## config.mk

```make
export PLATFORM = sky130hd
export DESIGN_NAME = cordic_datapath_flat
export DESIGN_NICKNAME = d
export VERILOG_FILES = /design/src/rtl/cordic_if.sv /design/src/rtl/cordic_datapath.sv /design/src/flat_wrapper.sv
export SDC_FILE = /design/constraint.sdc
export NUM_CORES = 1
export LEC_CHECK = 0
export BUFFER_PORTS_ARGS = -buffer_cell sky130_fd_sc_hd__buf_2
export CAP_MARGIN = 40
export CORE_ASPECT_RATIO = 1.75
export CORE_MARGIN = 2
export CORE_UTILIZATION = 45
export DETAILED_ROUTE_END_ITERATION = 10
export SLEW_MARGIN = 5
export SYNTH_ARGS = -nofsm -noshare
export SYNTH_HDL_FRONTEND = slang
export SYNTH_SLANG_ARGS = --single-unit
```

## constraint.sdc

```tcl
create_clock -name clk -period 7.4 [get_ports clk]
set_clock_uncertainty 0.1 [all_clocks]
set_input_delay 1.48 -clock clk [delete_from_list [all_inputs] [get_ports clk]]
set_output_delay 1.48 -clock clk [all_outputs]
set_load 0.02 [all_outputs]
```

## src/rtl/cordic_if.sv

```systemverilog
// Controller <-> CORDIC datapath bundle. The mode signal exists only when
// CORDIC_VECTORING_EN is defined.
interface cordic_if #(
    parameter int W     = 16,
    parameter int CNT_W = 4
);
    logic                init;
    logic                ld;
    logic                fin;
    logic signed [W-1:0] x_in;
    logic signed [W-1:0] y_in;
    logic signed [W-1:0] z_in;
`ifdef CORDIC_VECTORING_EN
    logic                mode;
`endif
    logic [CNT_W-1:0]    itr;
    logic signed [W-1:0] x_out;
    logic signed [W-1:0] y_out;
    logic signed [W-1:0] z_out;
    logic                done;

    modport master (
`ifdef CORDIC_VECTORING_EN
        output mode,
`endif
        output init, ld, fin, x_in, y_in, z_in,
        input  itr, x_out, y_out, z_out, done
    );

    modport slave (
`ifdef CORDIC_VECTORING_EN
        input  mode,
`endif
        input  init, ld, fin, x_in, y_in, z_in,
        output itr, x_out, y_out, z_out, done
    );
endinterface

```

## src/rtl/cordic_datapath.sv

```systemverilog
// Iterative CORDIC datapath: one shift-add micro-rotation per ld, result latched on fin.
// Define CORDIC_VECTORING_EN to add the rotation/vectoring mode input.
module cordic_datapath #(
    parameter int W     = 16,
    parameter int ITERS = 16,
    parameter int CNT_W = 4
) (
    input  logic     clk,
    input  logic     rst_b,
    cordic_if.slave  bus
);
    // arctan(2^-i) in Q2.13, rounded to nearest
    localparam logic signed [W-1:0] ATAN [ITERS] = '{
        16'sd6434, 16'sd3798, 16'sd2007, 16'sd1019, 16'sd511, 16'sd256, 16'sd128, 16'sd64,
        16'sd32,   16'sd16,   16'sd8,    16'sd4,    16'sd2,   16'sd1,   16'sd0,   16'sd0
    };

    logic signed [W-1:0] x_q, x_d, y_q, y_d, z_q, z_d;
    logic signed [W-1:0] x_out_q, x_out_d, y_out_q, y_out_d, z_out_q, z_out_d;
    logic [CNT_W-1:0]    itr_q, itr_d;
    logic                done_q, done_d;
    logic signed [W-1:0] x_sh, y_sh;
    logic                d_pos;

    always_comb begin
        x_sh = x_q >>> itr_q;
        y_sh = y_q >>> itr_q;
`ifdef CORDIC_VECTORING_EN
        // vectoring steers y toward zero, rotation steers z toward zero
        d_pos = bus.mode ? y_q[W-1] : ~z_q[W-1];
`else
        d_pos = ~z_q[W-1];
`endif
        x_d   = x_q;
        y_d   = y_q;
        z_d   = z_q;
        itr_d = itr_q;
        if (bus.init) begin
            x_d   = bus.x_in;
            y_d   = bus.y_in;
            z_d   = bus.z_in;
            itr_d = '0;
        end else if (bus.ld) begin
            if (d_pos) begin
                x_d = x_q - y_sh;
                y_d = y_q + x_sh;
                z_d = z_q - ATAN[itr_q];
            end else begin
                x_d = x_q + y_sh;
                y_d = y_q - x_sh;
                z_d = z_q + ATAN[itr_q];
            end
            itr_d = itr_q + CNT_W'(1);
        end

        // fin samples the pre-update working registers
        x_out_d = x_out_q;
        y_out_d = y_out_q;
        z_out_d = z_out_q;
        if (bus.fin) begin
            x_out_d = x_q;
            y_out_d = y_q;
            z_out_d = z_q;
        end
        done_d = bus.fin;
    end

    always_ff @(posedge clk or negedge rst_b) begin
        if (!rst_b) begin
            x_q     <= '0;
            y_q     <= '0;
            z_q     <= '0;
            itr_q   <= '0;
            x_out_q <= '0;
            y_out_q <= '0;
            z_out_q <= '0;
            done_q  <= 1'b0;
        end else begin
            x_q     <= x_d;
            y_q     <= y_d;
            z_q     <= z_d;
            itr_q   <= itr_d;
            x_out_q <= x_out_d;
            y_out_q <= y_out_d;
            z_out_q <= z_out_d;
            done_q  <= done_d;
        end
    end

    assign bus.itr   = itr_q;
    assign bus.x_out = x_out_q;
    assign bus.y_out = y_out_q;
    assign bus.z_out = z_out_q;
    assign bus.done  = done_q;
endmodule

```

## src/flat_wrapper.sv

```systemverilog
// flat-port wrapper written by rule: the top's interface ports become plain ports
module cordic_datapath_flat 
#(
    parameter int W     = 16,
    parameter int ITERS = 16,
    parameter int CNT_W = 4
)
  (clk, rst_b, bus_init, bus_ld, bus_fin, bus_x_in, bus_y_in, bus_z_in, bus_itr, bus_x_out, bus_y_out, bus_z_out, bus_done);
  cordic_if #(.W(W), .CNT_W(CNT_W)) bus_i ();
  input  logic clk;
  input  logic rst_b;
  input wire logic [$bits(bus_i.init)-1:0] bus_init;
  input wire logic [$bits(bus_i.ld)-1:0] bus_ld;
  input wire logic [$bits(bus_i.fin)-1:0] bus_fin;
  input wire logic [$bits(bus_i.x_in)-1:0] bus_x_in;
  input wire logic [$bits(bus_i.y_in)-1:0] bus_y_in;
  input wire logic [$bits(bus_i.z_in)-1:0] bus_z_in;
  output wire logic [$bits(bus_i.itr)-1:0] bus_itr;
  output wire logic [$bits(bus_i.x_out)-1:0] bus_x_out;
  output wire logic [$bits(bus_i.y_out)-1:0] bus_y_out;
  output wire logic [$bits(bus_i.z_out)-1:0] bus_z_out;
  output wire logic [$bits(bus_i.done)-1:0] bus_done;
  assign bus_i.init = bus_init;
  assign bus_i.ld = bus_ld;
  assign bus_i.fin = bus_fin;
  assign bus_i.x_in = bus_x_in;
  assign bus_i.y_in = bus_y_in;
  assign bus_i.z_in = bus_z_in;
  assign bus_itr = bus_i.itr;
  assign bus_x_out = bus_i.x_out;
  assign bus_y_out = bus_i.y_out;
  assign bus_z_out = bus_i.z_out;
  assign bus_done = bus_i.done;
  cordic_datapath #(.W(W), .ITERS(ITERS), .CNT_W(CNT_W)) u_core (.clk(clk), .rst_b(rst_b), .bus(bus_i));
endmodule
```

==> out/qor.yml <==
drt:
  viasPerCell: 5.884
  antenna_left: 0
  num_vias: 7520
  wl_microns: 23790
  drt_first_iter_violations: 287
  drtPass1Iterations: 5
  drc: 0
  routedWlPerCell_microns: 18.61
synth:
  syn-cell-area_sq_mm: 0.008871
  syn_inst: 958
  ys_types: 78
  synth-main-ff-cell: "dfrtp_1"
  ys_seq_area_share_pct: 28.49
  synth_edf_count: 0
  yosysWarnings: 0
  synth_fp_nets: 1077
  avgSynthCellArea_sq_um: 9.260
  ys_ff_latch: 101
  ys_async_sr_fraction_pct: 100.0
pwr:
  pwr_density_cell_mw_per_mm2: 508.2
  p_leak_nw: 4.413
  vdd_ir_drop_max_mv: 0.2021
sta:
  hold_ws_ns: 0.3997
  fin_crit_sh_pct: 76.20
  rsz0062_at_grt: "no"
  final_max_slew_viol_count: 0
  setup_tns_ns: 0
  hold_violations: 0
  tightest_slew_ns: 0.8983
  max_slew_margin_pct: 40.12
  fin_ws_ns: 1.761
  finalSetupViolCount: 0
  layout_min_cycle_time_ns: 5.639
  fmax_ghz: 0.1773
layout:
  nNetsFinal: 1147
  syn_to_final_growth_pct: 11.07
  drive_gt1_share_pct: 21.88
  multi_input_area_sq_mm: 0.005977
  fillers: 1934
  fin_util_pct: 50.35
  seq_area_sq_mm: 0.002529
  antenna_cells: 0
global_routing:
  grt_pass1_vias: 7677
  track_usage_pct: 23.70
  grt_pass1_wl_microns: 38700
  grt_max_degree: 63
  antenna_found_initial: 0
  overflow: 0
clock_network:
  cts_resized: 0
  cts_tree: "done"
  clock-sinks: 101
  h-tree-depth: 3
  path_clk_slew_ns: 0.07
  cts_hold_repair.buffers: 0
  cts_root_buf: "clkbuf_16"
  clk_latency_ns: 0.36
  numCtsBuffers: 9
  clockBufferDepth: 2
  cts_setup_buffers: 0
critical_path:
  required_ns: 7.59
  cp-end-kind: "register"
  critPathCapture: "u_core.y_q[15]"
  crit_arrival_ns: 5.83
  setup.worst_path.start: "u_core.bus.itr[1]"
  ff2ff_setup_slack_ns: 1.76
  crit_type: "register to register"
  rr_startpoint: "u_core.bus.itr[1]"
  r2r_cells: 16
  path_max_fanout: 26
  worstSetupStartpointType: "register"
  r2r-end: "u_core.y_q[15]"
floorplanning:
  dieHeight_microns: 189.7
  start_util_pct: 45.33
  pin_count: 106
  coreArea_sq_mm: 0.01957
  rows: 68
  die_width_microns: 110.1
  die-area_sq_mm: 0.02090
hold_path:
  min_path_cells: 1
  hold_class: "register to register"
  hp-start: "u_core.bus.y_out[1]"
placement:
  dpl_worst_slack_ns: 1.844
  hpwl_microns: 17920
  numPortBuffers: 105
  gp_congestion: 0.9556
status:
  status: "complete, no violations"
run:
  cap_viol_max_count: 0
cell usage in the layout (no fill, tap or decap), types with 18 or more instances in the layout:
cell type,instances
a21oi_1,74
inv_1,26
dfrtp_1,100
mux4_2,21
nand2_1,82
ha_1,63
nor2_1,57
a31oi_1,18
mux2_2,53
xnor2_1,43
xor2_1,28
buf_2,103
mux2i_1,37
a21o_1,22
o21ai_0,82
worst min-delay path by stage:
stage	endpoint	slack, ns
after global placement	u_core.bus.x_out[1]	0.38
after floorplan	u_core.z_q[12]	0.39
after detailed placement	u_core.bus.z_out[10]	0.39
after CTS	u_core.bus.x_out[7]	0.40
final	u_core.bus.y_out[1]	0.40
after global routing	u_core.bus.y_out[6]	0.42
state kept, by name (all words and copies together) (netlist names):
signal and count:
u_core.x_q 16, u_core.bus.y_out 16, u_core.y_q 16, u_core.z_q 16
u_core.bus.itr 4, u_core.bus.done 1, u_core.bus.z_out 16, u_core.bus.x_out 16
Yosys cell counts, drive strengths merged, types with 3 or more instances:
cell type  instances  area (sq um)
dfrtp            101          2527
o21ai             87         435.4
nand2             82         307.8
a21oi             75         379.1
ha                63         788.3
mux2              58         656.9
nor2              57         214.0
xnor2             43         376.6
mux2i             37         370.4
clkbuf            35         131.4
xor2              28         245.2
inv               26         97.59
a21o              22         165.2
buf               22         137.6
mux4              21         473.0
a31oi             18         112.6
nand2b            12         75.07
nor2b             12         75.07
nor3              12         65.06
o21a              11         82.58
nor3b              9         77.57
a211oi             8         60.06
o211ai             8         60.06
o21bai             7         52.55
a22oi              6         45.04
and2               6         37.54
and3               6         42.54
nand3b             6         45.04
nand4              6         37.54
or3                6         37.54
a211o              5         43.79
o221ai             5         56.31
a21boi             4         30.03
a41oi              4         35.03
nand3              4         20.02
o31ai              4         30.03
or2                4         25.03
a2111oi            3         45.05
fa                 3         60.06
o31a               3         26.28
logic make-up (layout without fill, tap and decap cells):
family	Yosys count	count (layout)	share of synthesized area, %
muxes	116	116	16.91
xor gates and xnor gates	71	71	7.010
adders and majority gates	66	66	9.563
and+or+nand+nor	230	230	12.98
DFF	101	101	28.49
AOI/OAI and AO/OA	291	291	20.92
buffers and inverters	83	158	4.133
worst max-delay path, cell delays in order, from the launching register on:
cell and delay, ns:
dfrtp_1 0.94, buf_4 0.44, mux4_2 0.59, mux2i_1 0.26
a21oi_1 0.16, inv_1 0.11, ha_1 0.23, a21oi_1 0.10
xor2_1 0.17, ha_1 0.21, or3_1 0.41, o31a_1 0.32
a2111oi_0 0.60, o21ai_0 0.30, a41o_1 0.33, nor4_1 0.16
nand3b_1 0.13
metrics by stage:
stage	instances	cell area, sq um	power, W
final	1278	9853	0.005007
after global routing	1278	9853	0.005509
after CTS	1278	9853	0.005038
after detailed placement	1262	9548	0.004510
after global placement	1260	9508	0.004479
after floorplan	958	8871	0.003706
cell type report:
type | instances | share of cell area (%)
multi-input cells | 774 | 60.66
clock buffers | 13 | 2.641
inverters | 26 | 0.9905
repair buffers | 116 | 6.476
clock inverters | 3 | 0.4571
well taps | 245 | 3.111
flip-flops and latches | 101 | 25.66
power breakdown:
| part | total [W] | switching, W | leakage (nW) | internal [W] |
|---|---|---|---|---|
| combinational | 0.00340 | 0.00184 | 3.05 | 0.00156 |
| clock | 0.000494 | 0.000213 | 0.142 | 0.000281 |
| sequential | 0.00111 | 0.000321 | 1.22 | 0.000787 |
per-layer routing:
metal,vias to the layer above,wire length [microns],GRT usage [%]
li1,3656,-,-
met1,3621,8949,25.57
met2,183,12960,44.17
met3,60,836,2.775
met4,0,1040,11.68
met5,-,0,0
Note: power is estimated with default switching activity, not from simulation.
